**src/rtl/stack_pkg.sv**
```systemverilog
// rtl/stack_pkg.sv - command encoding and circular pointer helpers for stack_param
package stack_pkg;

    typedef enum logic [1:0] {
        CMD_NOP  = 2'b00,
        CMD_PUSH = 2'b01,
        CMD_POP  = 2'b10,
        CMD_GET  = 2'b11
    } cmd_e;

    // Explicit wrap so non-power-of-two depths stay inside 0..depth-1
    function automatic int inc_wrap(input int ptr, input int depth);
        return (ptr == depth - 1) ? 0 : ptr + 1;
    endfunction

    function automatic int dec_wrap(input int ptr, input int depth);
        return (ptr == 0) ? depth - 1 : ptr - 1;
    endfunction

endpackage

```
**src/rtl/stack_mem.sv**
```systemverilog
// rtl/stack_mem.sv - DEPTH x WIDTH register array, one write port, one combinational read port
module stack_mem #(
    parameter int WIDTH = 4,
    parameter int DEPTH = 5,
    parameter int IDXW  = $clog2(DEPTH)
) (
    input  logic             clk,
    input  logic             we,
    input  logic [IDXW-1:0]  wr_addr,
    input  logic [WIDTH-1:0] wr_data,
    input  logic [IDXW-1:0]  rd_addr,
    output logic [WIDTH-1:0] rd_data
);

    logic [WIDTH-1:0] mem [DEPTH];

    // Contents are deliberately not reset; only entries below COUNT are ever read out
    always_ff @(posedge clk) begin
        if (we) begin
            mem[wr_addr] <= wr_data;
        end
    end

    assign rd_data = (int'(rd_addr) < DEPTH) ? mem[rd_addr] : '0;

endmodule

```
**src/rtl/stack_param.sv**
```systemverilog
// rtl/stack_param.sv - parametrised circular LIFO stack with status, error and overflow mode
module stack_param
    import stack_pkg::*;
#(
    parameter int WIDTH     = 4,
    parameter int DEPTH     = 5,
    parameter int OVERWRITE = 0,
    parameter int IDXW      = $clog2(DEPTH),
    parameter int CNTW      = $clog2(DEPTH + 1)
) (
    input  logic             CLK,
    input  logic             RESET,
    input  logic [1:0]       COMMAND,
    input  logic [IDXW-1:0]  INDEX,
    input  logic [WIDTH-1:0] DIN,
    output logic [WIDTH-1:0] DOUT,
    output logic             DOUT_VALID,
    output logic             ERR,
    output logic             FULL,
    output logic             EMPTY,
    output logic [CNTW-1:0]  COUNT
);

    cmd_e             cmd;
    logic [IDXW-1:0]  top_ptr;
    logic [IDXW-1:0]  top_inc;
    logic [IDXW-1:0]  top_dec;
    logic [IDXW-1:0]  rd_addr;
    logic [WIDTH-1:0] rd_data;
    logic             get_ok;
    logic             push_wr;
    int               get_addr;

    assign cmd     = cmd_e'(COMMAND);
    assign FULL    = (int'(COUNT) == DEPTH);
    assign EMPTY   = (COUNT == '0);
    assign get_ok  = (int'(INDEX) < int'(COUNT));
    assign top_inc = IDXW'(inc_wrap(int'(top_ptr), DEPTH));
    assign top_dec = IDXW'(dec_wrap(int'(top_ptr), DEPTH));
    assign push_wr = RESET && (cmd == CMD_PUSH) && (!FULL || (OVERWRITE != 0));

    // GET address is top-1-INDEX modulo DEPTH; valid INDEX keeps the sum below 2*DEPTH
    always_comb begin
        get_addr = int'(top_ptr) + DEPTH - 1 - int'(INDEX);
        if (get_addr >= DEPTH) begin
            get_addr = get_addr - DEPTH;
        end
        rd_addr = top_dec;
        if (cmd == CMD_GET && get_ok) begin
            rd_addr = IDXW'(get_addr);
        end
    end

    stack_mem #(
        .WIDTH (WIDTH),
        .DEPTH (DEPTH),
        .IDXW  (IDXW)
    ) u_mem (
        .clk     (CLK),
        .we      (push_wr),
        .wr_addr (top_ptr),
        .wr_data (DIN),
        .rd_addr (rd_addr),
        .rd_data (rd_data)
    );

    always_ff @(posedge CLK or negedge RESET) begin
        if (!RESET) begin
            top_ptr    <= '0;
            COUNT      <= '0;
            DOUT       <= '0;
            DOUT_VALID <= 1'b0;
            ERR        <= 1'b0;
        end else begin
            DOUT_VALID <= 1'b0;
            ERR        <= 1'b0;
            case (cmd)
                CMD_PUSH: begin
                    if (!FULL) begin
                        top_ptr <= top_inc;
                        COUNT   <= COUNT + CNTW'(1);
                    end else if (OVERWRITE != 0) begin
                        top_ptr <= top_inc;
                    end else begin
                        ERR <= 1'b1;
                    end
                end
                CMD_POP: begin
                    if (!EMPTY) begin
                        DOUT       <= rd_data;
                        DOUT_VALID <= 1'b1;
                        top_ptr    <= top_dec;
                        COUNT      <= COUNT - CNTW'(1);
                    end else begin
                        ERR <= 1'b1;
                    end
                end
                CMD_GET: begin
                    if (get_ok) begin
                        DOUT       <= rd_data;
                        DOUT_VALID <= 1'b1;
                    end else begin
                        ERR <= 1'b1;
                    end
                end
                default: ;
            endcase
        end
    end

endmodule

```
**config.mk**
```make
export PLATFORM = sky130hd
export DESIGN_NAME = stack_param
export DESIGN_NICKNAME = d
export VERILOG_FILES = /design/src/rtl/stack_pkg.sv /design/src/rtl/stack_mem.sv /design/src/rtl/stack_param.sv
export SDC_FILE = /design/constraint.sdc
export NUM_CORES = 1
export LEC_CHECK = 0
export ABC_AREA = 1
export CAP_MARGIN = 25
export CORE_MARGIN = 8
export CORE_UTILIZATION = 44
export CTS_CLUSTER_DIAMETER = 200
export DETAILED_ROUTE_END_ITERATION = 8
export PLACE_DENSITY_LB_ADDON = 0.1
export SLEW_MARGIN = 20
export SYNTH_ARGS = -nofsm -noshare
export SYNTH_HDL_FRONTEND = slang
export SYNTH_HIERARCHICAL = 1
export SYNTH_SLANG_ARGS = --single-unit
```
**constraint.sdc**
```tcl
create_clock -name CLK -period 3.35 [get_ports CLK]
set_input_delay 1.005 -clock CLK [delete_from_list [all_inputs] [get_ports CLK]]
set_output_delay 1.005 -clock CLK [all_outputs]
set_load 0.005 [all_outputs]
```
# Yosys cells after proc, flatten, opt, wreduce, memory -nomap -nowiden
# Memories as Yosys holds them, arrays and structs flattened.
# Index checks and enable logic that the tools add are counted.
[classes] n_addsub=8 magnitude_cmp=3 n_eq_ne=8 n_mux=23 reduce_logical=10
[op_table] operator="two-way mux 3 bit" count=8
[op_table] operator="two-way mux 4 bit" count=3
[op_table] operator="case mux 3 bit (2 select lines)" count=2
[op_table] operator="case mux 4 bit (2 select lines)" count=1
[op_table] operator="two-way mux 1 bit" count=7
[op_table] operator="adder 3 x 1 -> 3 bit (second input constant)" count=2
[op_table] operator="equality test 3 bit (second input constant)" count=2
[op_table] operator="greater-or-equal comparator 6 x 4 -> 1 bit (second input constant)" count=1
[op_table] operator="logical NOT 3 bit" count=2
[op_table] operator="inequality test 2 bit (second input constant)" count=3
[op_table] operator="AND reduction 3 bit" count=2
[op_table] operator="subtractor 3 x 1 -> 3 bit (second input constant)" count=2
[op_table] operator="subtractor 5 x 4 -> 6 bit" count=1
[op_table] operator="subtractor 4 x 1 -> 5 bit (second input constant)" count=1
[op_table] operator="adder 3 x 3 -> 4 bit (second input constant)" count=1
[op_table] operator="equality test 2 bit (second input constant)" count=2
[op_table] operator="nonzero test 2 bit" count=2
[op_table] operator="logical AND 1 bit" count=3
[op_table] operator="< comparator 3 bit" count=1
[op_table] operator="< comparator 3 bit (second input constant)" count=1
[op_table] operator="case mux 1 bit (3 select lines)" count=1
[op_table] operator="subtractor 3 bit (second input constant)" count=1
[op_table] operator="equality test 2 x 1 -> 1 bit (second input constant)" count=1
[op_table] operator="case mux 1 bit (2 select lines)" count=1
[op_table] operator="logical NOT 1 bit" count=1
[totals] ff_bits=12 ram_bits=20 output_inout_bits=11 word_cells=58 n_memories=1
[memory_table] name="u_mem.mem" words=5 word_bits=4 rd=1 rd_ports_with_merged_regs=0 wr=1 line_no="stack_mem.sv:15" rtl="logic [WIDTH-1:0] mem [DEPTH];"

# Logic depth before layout (Yosys ltp)
# Gate-level depths: netlist of run 1.
[depth] ltp_word=10 mapped_depth=22

# Hierarchy
# The synthesis of run 1 kept the hierarchy.
[by_module_without_submodules] module="stack_param" instances=1 cells_each=137 area_each_um2=1037.2 seq_area_each_um2=300.3
[by_module_without_submodules] module="stack_mem" instances=1 cells_each=72 area_each_um2=842.1 seq_area_each_um2=600.6

# Worst setup path before layout of run 1
# Ideal clock, no wire load.
[synth_timing] kind="input port to flip-flop" startpoint="in INDEX[0]" endpoint="reg DOUT[0]" arrival_ns=2.933 slack_ns=0.300 stages=21 path_buffers=1 cell_sequence="ha_1 -> inv_1 -> fa_1 -> inv_1 -> ha_1 -> inv_1 -> nand3_1 -> nand4_1 -> nand2_1 -> nand2_1 -> nand2_1 -> nand3_1 -> nand2_1 -> buf_6 -> inv_6 -> nand2_1 -> nand3_1 -> nand3_1 -> nand2_1 -> nand2_1 -> nand2_1"
[synth_between] elab_chain_len=8
[synth_rtl] item="from (decl)" line_no="stack_param.sv:14" rtl="input logic [IDXW-1:0] INDEX,"
[synth_rtl] item="subtractor 5 x 4 -> 6 bit" line_no="stack_param.sv:44" rtl="get_addr = int'(top_ptr) + DEPTH - 1 - int'(INDEX);"
[synth_rtl] item="greater-or-equal comparator 6 x 4 -> 1 bit or subtractor 3 bit (tied branches)" line_no="stack_param.sv:45, stack_param.sv:46"
[synth_rtl] item="two-way mux 3 bit" line_no="stack_param.sv:45" rtl="if (get_addr >= DEPTH) begin"
[synth_rtl] item="two-way mux 3 bit (*)" line_no="stack_param.sv:49" rtl="if (cmd == CMD_GET && get_ok) begin"
[synth_rtl] item="net rd_addr[0]" line_no="stack_param.sv:28" rtl="logic [IDXW-1:0] rd_addr;"
[synth_rtl] item="< comparator 3 bit or memory (5 x 4 bit) (tied branches)"
[synth_rtl] item="two-way mux 4 bit (*)" line_no="stack_mem.sv:24" rtl="assign rd_data = (int'(rd_addr) < DEPTH) ? mem[rd_addr] : '0;"
[synth_rtl] item="net rd_data[0]" line_no="stack_param.sv:29" rtl="logic [WIDTH-1:0] rd_data;"
[synth_rtl] item="two-way mux 4 bit (on tied branches)" line_no="stack_param.sv:99, stack_param.sv:89"
[synth_rtl] item="case mux 4 bit (2 select lines) (*)" line_no="stack_param.sv:77" rtl="case (cmd)"
[synth_rtl] item="to (signal assigned)" line_no="stack_param.sv:90" rtl="DOUT <= rd_data;"
[synth_rtl] item="to (signal assigned)" line_no="stack_param.sv:100" rtl="DOUT <= rd_data;"
[synth_rtl] item="to (decl)" line_no="stack_param.sv:16" rtl="output logic [WIDTH-1:0] DOUT,"
# Mark *: on every way through the listed nets, which the timed path passes. The rest lies on a longest branch. The select of a mux whose other input is x is not followed.
# A chain may end at the register's enable or synchronous reset.

# Worst setup path after layout of run 1
[layout_timing] startpoint="in INDEX[0]" endpoint="reg DOUT[3]"
# Same word-level chain as after synthesis.

==> results of run 1 <==
==> timing repair <==
| item | 4_1_cts | 5_1_grt |
|---|---|---|
| pin swaps | 3 | 11 |
| endpoints found under the setup margin | 4 | 4 |
| gates resized for setup | 9 | 10 |
| setup buffers | 0 | 3 |
| gates cloned | 0 | 1 |
==> power breakdown <==
group / internal, mW / total, mW / switching (mW)
Clock: 0.144 / 0.280 / 0.135
Sequential: 0.496 / 0.562 / 0.0660
Combinational: 0.585 / 1.29 / 0.705
==> worst min-delay path, cell delays in order, from the launching register on <==
cell	delay, ns
dfrtp_1	0.35
nand3_1	0.07
nand2_1	0.05
==> routing by layer <==
| layer | vias up | GRT usage | wire length [um] |
|---|---|---|---|
| met2 | 37 | 0.2395 | 2123 |
| li1 | 768 | - | - |
| met1 | 711 | 0.1578 | 1746 |
| met5 | - | 0 | 0 |
| met3 | 5 | 0.02428 | 197 |
| met4 | 0 | 0.06429 | 79 |
==> sequential cells by signal, indices dropped and copies added (netlist names) <==
name and count:
u_mem/mem 20, DOUT_VALID 1, top_ptr 3, ERR 1, COUNT 3, DOUT 4
==> stage by stage <==
stage          setup WS (ns)  cells  hold slack (ns)
3_5_place_dp         -0.4659    287           0.4964
4_1_cts               0.1061    295           0.5101
3_3_place_gp         -0.3696    287           0.4937
2_1_floorplan         0.3004    209           0.4978
6_report              0.2029    299           0.5041
5_1_grt              0.02115    299           0.5647
==> layout by cell type (no fill, tap or decap), drive strengths merged, types with 2 or more instances in the layout <==
master,instances
buf,12
o21ai,5
ha,12
inv,29
nor3,6
xor2,2
clkbuf,9
dfrtp,12
fa,2
clkdlybuf4s50,18
or2,5
nand2,60
nand3,32
nor2,11
a21oi,5
edfxtp,20
nand4,2
==> how the worst max path moves through the flow <==
| stage | from | to | slack, ns | cells past startpoint |
|---|---|---|---|---|
| 4_1_cts | INDEX[0] | DOUT[3] | 0.11 | 22 |
| 5_1_grt | INDEX[0] | DOUT[0] | 0.02 | 22 |
| 2_1_floorplan | INDEX[0] | DOUT[0] | 0.30 | 21 |
| 3_5_place_dp | INDEX[0] | DOUT[3] | -0.47 | 21 |
| 6_report | INDEX[0] | DOUT[3] | 0.20 | 21 |
| 3_3_place_gp | INDEX[0] | DOUT[0] | -0.37 | 21 |
==> cells by family after synthesis <==
logic type      count (synthesis)  synth area share
flops                          32            0.4794
xor+xnor                        3           0.01398
compound gates                 13           0.04461
buf+inv                        31           0.07390
simple gates                  116            0.2870
fa+ha+maj                      14            0.1012
==> layout make-up <==
cell class              instances  area (um2)  area share
repair buffers                 34       334.1      0.1415
well taps                      50       62.56     0.02650
clock inverters                 1       3.754    0.001590
flip-flops and latches         32       900.9      0.3816
inverters                      29       116.4     0.04928
clock buffers                   7       76.32     0.03233
multi-input cells             146       867.1      0.3673
==> results.md, run 1 <==
* Wirelength per Cell at 13.87 um
* # hold bufs at CTS at 0
* Die Ht at 81.36 um
* Vias in the first global route at roughly 1500
* Routed wire length at 4147 um
* Filler cell count at 343
* Area share of the largest cell type after synthesis at 0.3196
* Clock-pin slew on the worst setup and hold paths at ~0.060 ns
* Gpl congestion at 0.9259
* Post-synth EDFFs at 20
* # diodes at 0
* Required time worst endpoint at 3.52 ns
* Crit path kind: in2reg
* Worst VDD drop at 0.3845 mV
* Setup-failing EPs final at 0
* Status: complete, no violations
* Crit path max fanout at 5
* Rows at 23
* Layout cells sized above 1 at 0.1928
* Vias per cell at 5.087
* DP Wirelength at 3263 um
* Syn-to-layout area delta at 25.63%
* Root Buffer: clkbuf_8
* I/O Buffers at 21
* Rel. slew slack at 0.6497
* Total clock sinks at 32
* TritonCTS buffer count at 5
* # DRC at 0
* Synth Warn # at 6
* Mapped Nets at 234
* I/O pin total at 22
* DRT Pass-1 Iters at 4
* Overall Power at 2.131 mW
* Final Hold Vio Count at 0
* Worst Path Buf+Inv at 5
* First-pass GRT wire length at 6989 um
* Net count, final at 273
* Max Slew Vio Count at 0
* Die width at 81.36 um
* Maximum buffer depth of the clock tree at 2
* GRT Residual Overflow at 0
* Most frequent cell after synthesis: nand2_1
* CTS H-Tree Depth at 2
* Top Family by Delay on Critical Path: simple AND/OR/NAND/NOR gates
* Skew-Pair Late Insertion Delay at 0.28 ns
* Initial DRC Count at 54
* Number of synthesized register bits at 32
* Pleak at 1.069 nW
* CP cell instances: clkbuf_2, ha_2, inv_2, fa_1, inv_2, ha_1, inv_2, nand3_2, nand4_1, nand2_2, nand2_2, nand2_1, nand3_1, nand2_2, clkbuf_16, nand2_2, nand3_1, nand3_1, nand2_1, nand2_1, nand2_1
* Worst Path Arrival at 3.32 ns
* Cells after Synth at 209
* Initial core utilization at 0.4632
* Synth area leader: edfxtp_1
* Max-cap check violation count at 0
* Synth top area cells: edfxtp_1, dfrtp_1, nand2_1, nand3_1, ha_1
* Hold path start: DOUT[0]
* Design area at 2361 um2
* Total track usage at 0.1369
* Worst hold endpoint: DOUT[0]
* Hold depth at 2
* Final TNS setup at 0 ns
* ANT nets after route at 0
* Pwr Density at 902.6 nW/um2
* Final core occ at 0.5819
* Max Fclk at 0.3178 GHz
* Distinct cells, synth at 28
* Element type at the critical path start: input port
* Min cycle time layout at 3.147 ns
* Seq/Total Area, Yosys at 0.4794
* Antenna violations before repair at 0
* Largest net degree at the start of global routing at 13
* Critical R2R Capture: DOUT[3]
* R2r worst-path depth at 21
* Hold Crit Class: reg2reg
* Via Count at ~1500
* RSZ-0062 raised after global routing: no
* Skew final at 0.006717 ns
* Least-Margin Pin Slew at 0.5214 ns
* Placed cell areas at 2210 um2
* Slowest CP cell: fa_1
* Final period util at 0.9394
* CTS tree: done
* CP Capture Type: flip-flop
* Worst path max stage delay at 0.54 ns
* R2R Path Start: top_ptr[0]
* Cell Area, Synth at 1879 um2
* Die area at 6619 um2
* Ys async rst share at 0.3750
* Top cells by count, synth: nand2_1, nand3_1, inv_1
* Top FF cell, synth: edfxtp_1
* Worst reg2reg setup slack at ~0.43 ns
* Syn avg cell area at 8.992 um2
* Total core area at 4058 um2
Note: power is estimated with default switching activity, not from simulation.
==> run 2: changes to the inputs <==
Settings changed: GPL_ROUTABILITY_DRIVEN from default to 1.
==> results of run 2 <==
Final layout, timing and power as in run 1 (identical DEF).
==> run 3: changes to the inputs <==
Settings changed: ABC_CLOCK_PERIOD_IN_PS from default to 3350.
==> results of run 3 <==
Final layout, timing and power as in run 1 (identical DEF).
